### config.mk
export PLATFORM = sky130hd
export DESIGN_NAME = muldiv_unit
export DESIGN_NICKNAME = d
export VERILOG_FILES = /design/src/rtl/muldiv_pkg.sv /design/src/rtl/restoring_div_core.sv /design/src/rtl/muldiv_unit.sv
export SDC_FILE = /design/constraint.sdc
export NUM_CORES = 1
export LEC_CHECK = 0
export CELL_PAD_IN_SITES_DETAIL_PLACEMENT = 0
export CELL_PAD_IN_SITES_GLOBAL_PLACEMENT = 1
export CORE_ASPECT_RATIO = 0.7
export CORE_UTILIZATION = 30
export DETAILED_ROUTE_END_ITERATION = 10
export GPL_TIMING_DRIVEN = 1
export PLACE_DENSITY = 0.59
export RECOVER_POWER = 50
export SLEW_MARGIN = 10
export SYNTH_ARGS = -nofsm -noshare
export SYNTH_HDL_FRONTEND = slang
export SYNTH_SLANG_ARGS = --single-unit
### constraint.sdc
create_clock -name clk_i -period 6.5 [get_ports clk_i]
set_input_delay 1.3 -clock clk_i [delete_from_list [all_inputs] [get_ports clk_i]]
set_output_delay 1.3 -clock clk_i [all_outputs]
set_load 0.05 [all_outputs]
### src/rtl/muldiv_pkg.sv
`default_nettype none
// ============================================================================
// Module : muldiv_pkg
// Purpose: Shared types for the HI/LO multiply-divide unit. This file holds
//          the operation encoding, the FSM state encoding and a
//          signedness helper.
// Ports  : none (package)
// Rev    : 1.0  initial release
// ============================================================================
package muldiv_pkg;

   typedef enum logic [3:0] {
      OP_MULT  = 4'd0,
      OP_MULTU = 4'd1,
      OP_DIV   = 4'd2,
      OP_DIVU  = 4'd3,
      OP_MADD  = 4'd4,
      OP_MADDU = 4'd5,
      OP_MSUB  = 4'd6,
      OP_MSUBU = 4'd7,
      OP_MTHI  = 4'd8,
      OP_MTLO  = 4'd9
   } muldiv_op_t;

   typedef enum logic [2:0] {
      S_IDLE = 3'd0,
      S_MUL  = 3'd1,
      S_DIV  = 3'd2,
      S_FIX  = 3'd3,
      S_DONE = 3'd4
   } muldiv_state_t;

   function automatic logic is_signed(input muldiv_op_t op);
      return (op == OP_MULT) || (op == OP_DIV) || (op == OP_MADD) || (op == OP_MSUB);
   endfunction

endpackage
`default_nettype wire

### src/rtl/restoring_div_core.sv
`default_nettype none
// ============================================================================
// Module : restoring_div_core
// Purpose: Unsigned restoring divider datapath. It produces one quotient bit
//          per step. After WIDTH steps the quotient and remainder are final.
// Ports  : clk_i, rst_ni      clock / async active-low reset
//          load_i             capture dividend/divisor and clear remainder
//          step_i             perform one shift-subtract iteration
//          dividend_i         unsigned dividend
//          divisor_i          unsigned divisor (non-zero)
//          quot_o, rem_o      quotient / remainder
// Rev    : 1.0  initial release
// ============================================================================
module restoring_div_core #(
   parameter int WIDTH = 32
) (
   input  logic             clk_i,
   input  logic             rst_ni,
   input  logic             load_i,
   input  logic             step_i,
   input  logic [WIDTH-1:0] dividend_i,
   input  logic [WIDTH-1:0] divisor_i,
   output logic [WIDTH-1:0] quot_o,
   output logic [WIDTH-1:0] rem_o
);

   logic [WIDTH-1:0] rem_q;
   logic [WIDTH-1:0] quot_q;
   logic [WIDTH-1:0] dvsr_q;
   logic [WIDTH:0]   shifted_d;
   logic [WIDTH:0]   diff_d;

   // The dividend shifts out of the quotient register MSB-first while the
   // quotient bits shift in at the bottom.
   assign shifted_d = {rem_q, quot_q[WIDTH-1]};
   assign diff_d    = shifted_d - {1'b0, dvsr_q};

   always_ff @(posedge clk_i or negedge rst_ni) begin
      if (!rst_ni) begin
         rem_q  <= '0;
         quot_q <= '0;
         dvsr_q <= '0;
      end else if (load_i) begin
         rem_q  <= '0;
         quot_q <= dividend_i;
         dvsr_q <= divisor_i;
      end else if (step_i) begin
         // The partial remainder always stays below the divisor. Both
         // branches therefore fit back into WIDTH bits.
         if (!diff_d[WIDTH]) begin
            rem_q  <= diff_d[WIDTH-1:0];
            quot_q <= {quot_q[WIDTH-2:0], 1'b1};
         end else begin
            rem_q  <= shifted_d[WIDTH-1:0];
            quot_q <= {quot_q[WIDTH-2:0], 1'b0};
         end
      end
   end

   assign quot_o = quot_q;
   assign rem_o  = rem_q;

endmodule
`default_nettype wire

### src/rtl/muldiv_unit.sv
`default_nettype none
// ============================================================================
// Module : muldiv_unit
// Purpose: Iterative multiply/divide engine that owns the HI/LO pair. It
//          handles MULT(U), DIV(U), MADD(U), MSUB(U), MTHI and MTLO.
// Ports  : clk_i, rst_ni              clock / async active-low reset
//          start_i, op_i              issue request and operation
//          a_i, b_i                   rs / rt operands
//          flush_i                    abort current operation
//          busy_o, done_o, div_zero_o status (registered)
//          hi_o, lo_o                 architectural HI/LO
// Rev    : 1.0  initial release
// ============================================================================
module muldiv_unit
   import muldiv_pkg::*;
#(
   parameter int WIDTH = 32
) (
   input  logic             clk_i,
   input  logic             rst_ni,
   input  logic             start_i,
   input  muldiv_op_t       op_i,
   input  logic [WIDTH-1:0] a_i,
   input  logic [WIDTH-1:0] b_i,
   input  logic             flush_i,
   output logic             busy_o,
   output logic             done_o,
   output logic             div_zero_o,
   output logic [WIDTH-1:0] hi_o,
   output logic [WIDTH-1:0] lo_o
);

   localparam int CW = $clog2(WIDTH);

   muldiv_state_t      state_q;
   muldiv_op_t         op_q;
   logic [CW-1:0]      cnt_q;
   logic               busy_q, done_q, div_zero_q;
   logic [WIDTH-1:0]   hi_q, lo_q;
   logic               sign_q;       // product / quotient sign
   logic               rem_sign_q;   // remainder follows the dividend
   logic [2*WIDTH-1:0] acc_q, mcand_q;
   logic [WIDTH-1:0]   mplier_q;

   logic               a_neg_d, b_neg_d;
   logic [WIDTH-1:0]   a_mag_d, b_mag_d;
   logic               accept_d, is_div_op_d, div_load_d;
   logic [2*WIDTH-1:0] acc_step_d, prod_d, hilo_fix_d;
   logic [WIDTH-1:0]   div_quot, div_rem, quot_fix_d, rem_fix_d;

   // Operand magnitudes. For a signed MIN operand the negation gives MIN
   // back, which is the correct unsigned magnitude 2^(W-1).
   assign a_neg_d = is_signed(op_i) & a_i[WIDTH-1];
   assign b_neg_d = is_signed(op_i) & b_i[WIDTH-1];
   assign a_mag_d = a_neg_d ? -a_i : a_i;
   assign b_mag_d = b_neg_d ? -b_i : b_i;

   // DONE accepts a new start exactly like IDLE. This lets issues run back-to-back with no gap.
   assign accept_d    = start_i && !flush_i && (state_q == S_IDLE || state_q == S_DONE);
   assign is_div_op_d = (op_i == OP_DIV) || (op_i == OP_DIVU);
   assign div_load_d  = accept_d && is_div_op_d && (b_i != '0);

   assign acc_step_d = mplier_q[0] ? acc_q + mcand_q : acc_q;
   assign prod_d     = sign_q ? -acc_q : acc_q;
   assign quot_fix_d = sign_q ? -div_quot : div_quot;
   assign rem_fix_d  = rem_sign_q ? -div_rem : div_rem;

   always_comb begin
      hilo_fix_d = prod_d;
      case (op_q)
         OP_MADD, OP_MADDU: hilo_fix_d = {hi_q, lo_q} + prod_d;
         OP_MSUB, OP_MSUBU: hilo_fix_d = {hi_q, lo_q} - prod_d;
         default:           hilo_fix_d = prod_d;
      endcase
   end

   restoring_div_core #(.WIDTH(WIDTH)) u_div (
      .clk_i      (clk_i),
      .rst_ni     (rst_ni),
      .load_i     (div_load_d),
      .step_i     (state_q == S_DIV),
      .dividend_i (a_mag_d),
      .divisor_i  (b_mag_d),
      .quot_o     (div_quot),
      .rem_o      (div_rem)
   );

   always_ff @(posedge clk_i or negedge rst_ni) begin
      if (!rst_ni) begin
         state_q    <= S_IDLE;
         op_q       <= OP_MULT;
         cnt_q      <= '0;
         busy_q     <= 1'b0;
         done_q     <= 1'b0;
         div_zero_q <= 1'b0;
         hi_q       <= '0;
         lo_q       <= '0;
         sign_q     <= 1'b0;
         rem_sign_q <= 1'b0;
         acc_q      <= '0;
         mcand_q    <= '0;
         mplier_q   <= '0;
      end else if (flush_i) begin
         state_q    <= S_IDLE;
         busy_q     <= 1'b0;
         done_q     <= 1'b0;
         div_zero_q <= 1'b0;
      end else begin
         case (state_q)
            S_IDLE, S_DONE: begin
               state_q    <= S_IDLE;
               busy_q     <= 1'b0;
               done_q     <= 1'b0;
               div_zero_q <= 1'b0;
               if (start_i) begin
                  op_q       <= op_i;
                  cnt_q      <= '0;
                  sign_q     <= a_neg_d ^ b_neg_d;
                  rem_sign_q <= a_neg_d;
                  case (op_i)
                     OP_MTHI: begin
                        hi_q    <= a_i;
                        done_q  <= 1'b1;
                        state_q <= S_DONE;
                     end
                     OP_MTLO: begin
                        lo_q    <= a_i;
                        done_q  <= 1'b1;
                        state_q <= S_DONE;
                     end
                     OP_DIV, OP_DIVU: begin
                        busy_q <= 1'b1;
                        if (b_i == '0) begin
                           done_q     <= 1'b1;
                           div_zero_q <= 1'b1;
                           state_q    <= S_DONE;
                        end else begin
                           state_q <= S_DIV;
                        end
                     end
                     OP_MULT, OP_MULTU, OP_MADD, OP_MADDU, OP_MSUB, OP_MSUBU: begin
                        busy_q   <= 1'b1;
                        acc_q    <= '0;
                        mcand_q  <= {{WIDTH{1'b0}}, a_mag_d};
                        mplier_q <= b_mag_d;
                        state_q  <= S_MUL;
                     end
                     default: state_q <= S_IDLE;
                  endcase
               end
            end
            S_MUL: begin
               acc_q    <= acc_step_d;
               mcand_q  <= mcand_q << 1;
               mplier_q <= mplier_q >> 1;
               cnt_q    <= cnt_q + CW'(1);
               if (cnt_q == CW'(WIDTH - 1)) state_q <= S_FIX;
            end
            S_DIV: begin
               cnt_q <= cnt_q + CW'(1);
               if (cnt_q == CW'(WIDTH - 1)) state_q <= S_FIX;
            end
            S_FIX: begin
               if (op_q == OP_DIV || op_q == OP_DIVU) begin
                  lo_q <= quot_fix_d;
                  hi_q <= rem_fix_d;
               end else begin
                  {hi_q, lo_q} <= hilo_fix_d;
               end
               busy_q  <= 1'b0;
               done_q  <= 1'b1;
               state_q <= S_DONE;
            end
            default: state_q <= S_IDLE;
         endcase
      end
   end

   assign busy_o     = busy_q;
   assign done_o     = done_q;
   assign div_zero_o = div_zero_q;
   assign hi_o       = hi_q;
   assign lo_o       = lo_q;

endmodule
`default_nettype wire

**After elaboration in Yosys (flattened, before gate mapping)**

Cells that the tools add are included.

- Multiply operators: 0
- Equality and inequality tests: 26
- Reduce and logical (&&, ||, !) cells: 35
- Magnitude comparators: 0
- Shifts and indexed selects: 0
- Muxes and demuxes: 51
- Div/mod/pow operators: 0
- Bitwise gates (word level): 4
- Add/subtract/negate cells: 10

Operator list:

| kind | number |
|---|---|
| $mux 32 | 17 |
| $mux 64 | 6 |
| $pmux 64 s2 | 3 |
| $pmux 32 s2 | 3 |
| $add 64x64->64 | 2 |
| $neg 32->32 | 4 |
| $neg 64->64 | 1 |
| $sub 64x64->64 | 1 |
| $sub 33x32->33 | 1 |
| $eq 4x3->1 const B | 8 |
| $logic_not 32->1 | 1 |
| $reduce_bool 32->1 | 1 |
| $pmux 3 s3 | 2 |
| $eq 4x2->1 const B | 4 |
| $mux 3 | 4 |
| $reduce_and 4->1 | 3 |
| $reduce_or 2->1 | 6 |
| $mux 1 | 11 |
| $pmux 5 s2 | 1 |
| $reduce_bool 2->1 | 5 |
| $eq 4x4->1 const B | 2 |
| $reduce_or 8->1 | 1 |
| $eq 3x2->1 const B | 2 |
| $logic_or 1x1->1 | 6 |
| other kinds (21) | 31 |

- Bits in read-only memories: 0
- Register bits after elaboration: 337
- Bits in writable memories: 0
- Memories: 0
- Bits in latches: 0
- Output and inout bits: 67

**Depth between registers and ports, before layout**

- Depth after elaboration: 9
- Gate-level depth with buffers: 26
- Depth with buffers taken out: 25

**By module**

From an unflattened synthesis, not the netlist that was laid out.

- Cell total of the unflattened synthesis: 3857
- Area total of the unflattened synthesis: 30131.4 um^2

By module, submodules not included:

| module | area each (um^2) | instances | sequential area each (um^2) | cells an instance |
|---|---|---|---|---|
| muldiv_unit | 23872.9 | 1 | 6005.8 | 3123 |
| restoring_div_core | 6258.5 | 1 | 2402.3 | 734 |

**Least setup slack after synthesis**

OpenSTA, ideal clock, no wires.

- Kind: register -> register
- From: register sign_q
- To: register hi_q[25] (netlist: hi_o[25])
- Arrival time: 5470 ps
- Stages on the path, launching flop included: 25
- Path slack: 902 ps
- Library setup time: 128 ps
- Required time: 6372 ps
- Path through: dfrtp_1 -> clkbuf_1 -> clkbuf_1 -> clkbuf_1 -> buf_2 -> buf_2 -> buf_2 -> buf_1 -> o21a_1 -> xnor2_1 -> inv_1 -> o21ai_0 -> xnor2_1 -> ha_1 -> o21a_1 -> o31a_1 -> o21ai_0 -> o311ai_0 -> o2111ai_1 -> nand3_1 -> a21o_1 -> a41oi_1 -> o31a_1 -> a41oi_1 -> o21ai_0

- Word-level cells in the longest chain between the ends: 5
- Elaborated cells on any way between the ends: 6
- Classes of those cells: add/sub: 2; mux: 4

RTL lines:

| item | line | RTL |
|---|---|---|
| start, declared | muldiv_unit.sv:40 | `logic sign_q;` |
| start signal, assigned | muldiv_unit.sv:118 | `sign_q <= a_neg_d ^ b_neg_d;` |
| $mux 64 * | muldiv_unit.sv:64 | `assign prod_d = sign_q ? -acc_q : acc_q;` |
| $sub 64x64->64 or $add 64x64->64 (tied branches) | muldiv_unit.sv:72, muldiv_unit.sv:71 |  |
| $pmux 64 s2 * | muldiv_unit.sv:70 | `case (op_q)` |
| $mux 32 * | muldiv_unit.sv:164 | `if (op_q == OP_DIV \|\| op_q == OP_DIVU) begin` |
| $pmux 32 s2 * | muldiv_unit.sv:109 | `case (state_q)` |
| end signal, assigned | muldiv_unit.sv:122 | `hi_q <= a_i;` |
| end signal, assigned | muldiv_unit.sv:166 | `hi_q <= rem_fix_d;` |
| end signal, assigned | muldiv_unit.sv:168 | `{hi_q, lo_q} <= hilo_fix_d;` |
| end, declared | muldiv_unit.sv:39 | `logic [WIDTH-1:0] hi_q, lo_q;` |

Mark *: on every way between the ends. The rest lies on a longest branch, timed or not.
A chain may end at the register's enable or synchronous reset.

**Final worst setup path**

- From: register acc_q[6]
- To: register hi_q[25] (netlist: hi_o[25])

- Word-level cells in the longest chain between the ends: 6
- Elaborated cells on any way between the ends: 7
- Classes of those cells: add/sub: 3; mux: 4

RTL lines:

| item | line | RTL |
|---|---|---|
| start, declared | muldiv_unit.sv:42 | `logic [2*WIDTH-1:0] acc_q, mcand_q;` |
| start signal, assigned | muldiv_unit.sv:153 | `acc_q <= acc_step_d;` |
| $neg 64->64 | muldiv_unit.sv:64 |  |
| $mux 64 * | muldiv_unit.sv:64 |  |
| $sub 64x64->64 or $add 64x64->64 (tied branches) | muldiv_unit.sv:72, muldiv_unit.sv:71 |  |
| $pmux 64 s2 * | muldiv_unit.sv:70 |  |
| $mux 32 * | muldiv_unit.sv:164 |  |
| $pmux 32 s2 * | muldiv_unit.sv:109 |  |

Marked as above.

==> results.cfg <==
[critical_path]
arrival_ns = 6.76
r2r_cells = 23
path_max_fanout = 8
endpoint_kind = flop
start_kind = flop
reg2reg_from = acc_q[6]
r2r_setup_slack_ns = 0.25
r2r-end = hi_o[25]
critPathKind = reg -> reg
worstPathRequired_ns = 7.01
crit_path_start = acc_q[6]

[routing]
ant_nets = 0
drc = 0
postRouteWirelength_um = 128000
dr.first_iter.drc_count = 2689
viasPerCell = 5.58
wire_per_inst_um = 23.8
routed-via-count = 30100
first_pass_iters = 6

[clock_tree]
numClockSinks = 336
cts_root_buf = clkbuf_16
path_clk_slew_ns = 0.06
cts_buffers = 42
htree_levels = 2
cts_buffer_depth = 3
cts_tree = yes
clk_latency_ns = 0.62

[timing]
fin_skew_ns = 0.0385
worstMarginPinSlew_ns = 3.09
post-route-min-period_ns = 6.25
setup_violations = 0
finalHoldViolCount = 0
slew_violations = 229
max_freq_mhz = 160
maxSlewHeadroom = -1.06
period_share = 0.962
whs_ns = 0.480

[finish]
area_growth_pct = 19.0
drive_gt1_frac = 0.0986
nNetsFinal = 4283
seq_area_sq_um = 8410
multiInputGateArea_sq_um = 20400
nFillCells = 10400

[pwr]
power.density_nw_per_um2 = 485
p_leak_nw = 15.6
power.total_mw = 17.3
max-vdd-ir-drop_mv = 0.221

[grt]
grt-ovfl-total = 0
use_met3 = 0.0628
grt_max_degree = 139
antenna_found_initial = 9
met1_usage = 0.401
grt_use_total = 0.251
grt_util_met2 = 0.328
grt_pass1_vias = 28100
grt-busiest-layer = met1
grt_pass1_wl_um = 190000

[status]
violations = max-capacitance violations, max-slew violations
status = finished, violations left

[yosys]
synth_cell_type_count = 97
yosysWarnings = 0
synth_edf_count = 0
syn-num-nets = 4095
synth.largest_area_cell = dfrtp_1
synth_flop_cell = dfrtp_1
ys_ff_latch = 336
avgSynthCellArea_sq_um = 7.76
synth_cells = 3854
synth_top_area_frac = 0.281
synthTopCellsByArea = dfrtp_1, ha_1, nand2_1
syn_area_sq_um = 29900
synth_common_cells = nand2_1, o21ai_0, dfrtp_1
async_flop_share = 1.00
synth_most_common_cell = nand2_1
seq_area_frac_synth = 0.281

[placed_design]
portBuffers = 138
dp_hpwl_um = 101000
globalplace.congestion = 0.957

[run]
drv_cap = 3

[floorplan]
boundaryPins = 139
row_count = 96
die_h_um = 266
start_util = 0.304
fp.dieW_um = 379
die_area_sq_um = 101000
coreArea_sq_um = 98400

[min_path]
holdPathStages = 2
hp-start = u_div.dvsr_q[14]
hold_path_class = reg -> reg
min_to = u_div.dvsr_q[14]
## how the worst max path moves through the flow
stage / endpoint
finish: hi_o[25]
global route: hi_o[25]
CTS: hi_o[25]
detailed placement: hi_o[25]
global placement: hi_o[21]
floorplan: hi_o[25]
## routing by layer
layer | vias up | wire (um)
met5 | - | 26
met4 | 4 | 2220
met3 | 124 | 11100
met2 | 965 | 48300
met1 | 14600 | 66600
li1 | 14400 | -
## placed cells by master, fill, tap and decap left out, drive strengths merged, types with 20 or more instances in the layout
cell           synthesis  routed
nand2                504     504
o21ai                376     376
dfrtp                336     336
a21oi                332     332
nor2                 289     289
buf                   36     240
xor2                 198     198
xnor2                180     180
ha                   166     166
clkdlybuf4s50          0     135
nand3                122     122
a21o                 107     107
inv                   99     101
o31ai                 75      75
nor3                  66      66
clkbuf               202      62
a211oi                59      59
or3                   49      49
a31oi                 46      46
o211ai                44      44
nand4                 41      41
mux2i                 40      40
o41ai                 39      39
nand2b                37      37
o21bai                31      31
nor4                  29      29
and2                  28      28
or4                   27      27
a22oi                 24      24
or2                   24      24
nor2b                 24      24
and3                  20      20
a221o                 20      20
## what timing repair did
action | in CTS | in global routing
hold endpoints to repair | 0 | 0
hold buffers | 0 | 0
setup endpoints to repair | 0 | 30
buffers inserted | 0 | 0
gates resized for setup | 0 | 20
## flip-flops by register name, summed over array words and instances (netlist names), 3 cells and up
register / flops
acc_q: 64
mcand_q: 64
hi_o: 32
lo_o: 32
mplier_q: 32
u_div.dvsr_q: 32
u_div.quot_o: 32
u_div.rem_o: 32
cnt_q: 5
op_q: 3
state_q: 3
## cell type report
cell class	instances	share of cell area
timing repair buffer	382	0.0908
clock buffer	57	0.0331
tap	1323	0.0465
inverter	100	0.0105
antenna	2	0.000141
multi-input combinational	3180	0.573
clock inverter	21	0.00995
sequential	336	0.236
## power breakdown
part / switching [mW] / internal (mW)
logic: 6.62 / 4.43
registers: 0.849 / 2.63
clock network: 1.09 / 1.63
total: 8.55 / 8.70
## per-stage QoR
| step | instances | area, sq um | utilization | setup WS, ns | TNS [ns] |
|---|---|---|---|---|---|
| 5_1_grt | 5399 | 35600 | 0.362 | -0.0420 | -0.0683 |
| 4_1_cts | 5399 | 35500 | 0.361 | 0.00739 | 0 |
| 3_5_place_dp | 5321 | 34000 | 0.346 | 0.0506 | 0 |
| 3_3_place_gp | 5321 | 34000 | 0.346 | 0.0857 | 0 |
| 2_1_floorplan | 3854 | 29900 | - | 0.902 | 0 |
| 6_report | 5401 | 35600 | 0.362 | 0.247 | 0 |
## worst max-delay path: stages, from the launching register on
cell	delay, ns
dfrtp_1	0.50
or4_4	0.63
o41ai_2	0.34
xor2_1	0.26
o2111ai_2	0.29
nor4_4	0.42
nand2_1	0.26
nor2_1	0.38
buf_4	0.18
a21oi_1	0.08
xor2_1	0.17
ha_1	0.31
a21oi_1	0.19
o21bai_1	0.11
a21o_1	0.21
a21o_1	0.17
a21oi_1	0.16
o21bai_1	0.10
a221o_1	0.33
a41oi_1	0.34
buf_4	0.21
o31a_1	0.17
a41oi_1	0.12
o21ai_0	0.21
## cell families after synthesis
| group | after synthesis | synth area share |
|---|---|---|
| AND/OR/NAND/NOR | 1301 | 0.206 |
| AO/OA/AOI/OAI | 1291 | 0.273 |
| XOR/XNOR | 378 | 0.111 |
| buffers and inverters | 338 | 0.0439 |
| flip-flops | 336 | 0.281 |
| adder cells (fa/ha/maj) | 169 | 0.0714 |
| multiplexers | 41 | 0.0138 |
(Power assumes the default switching activity.)
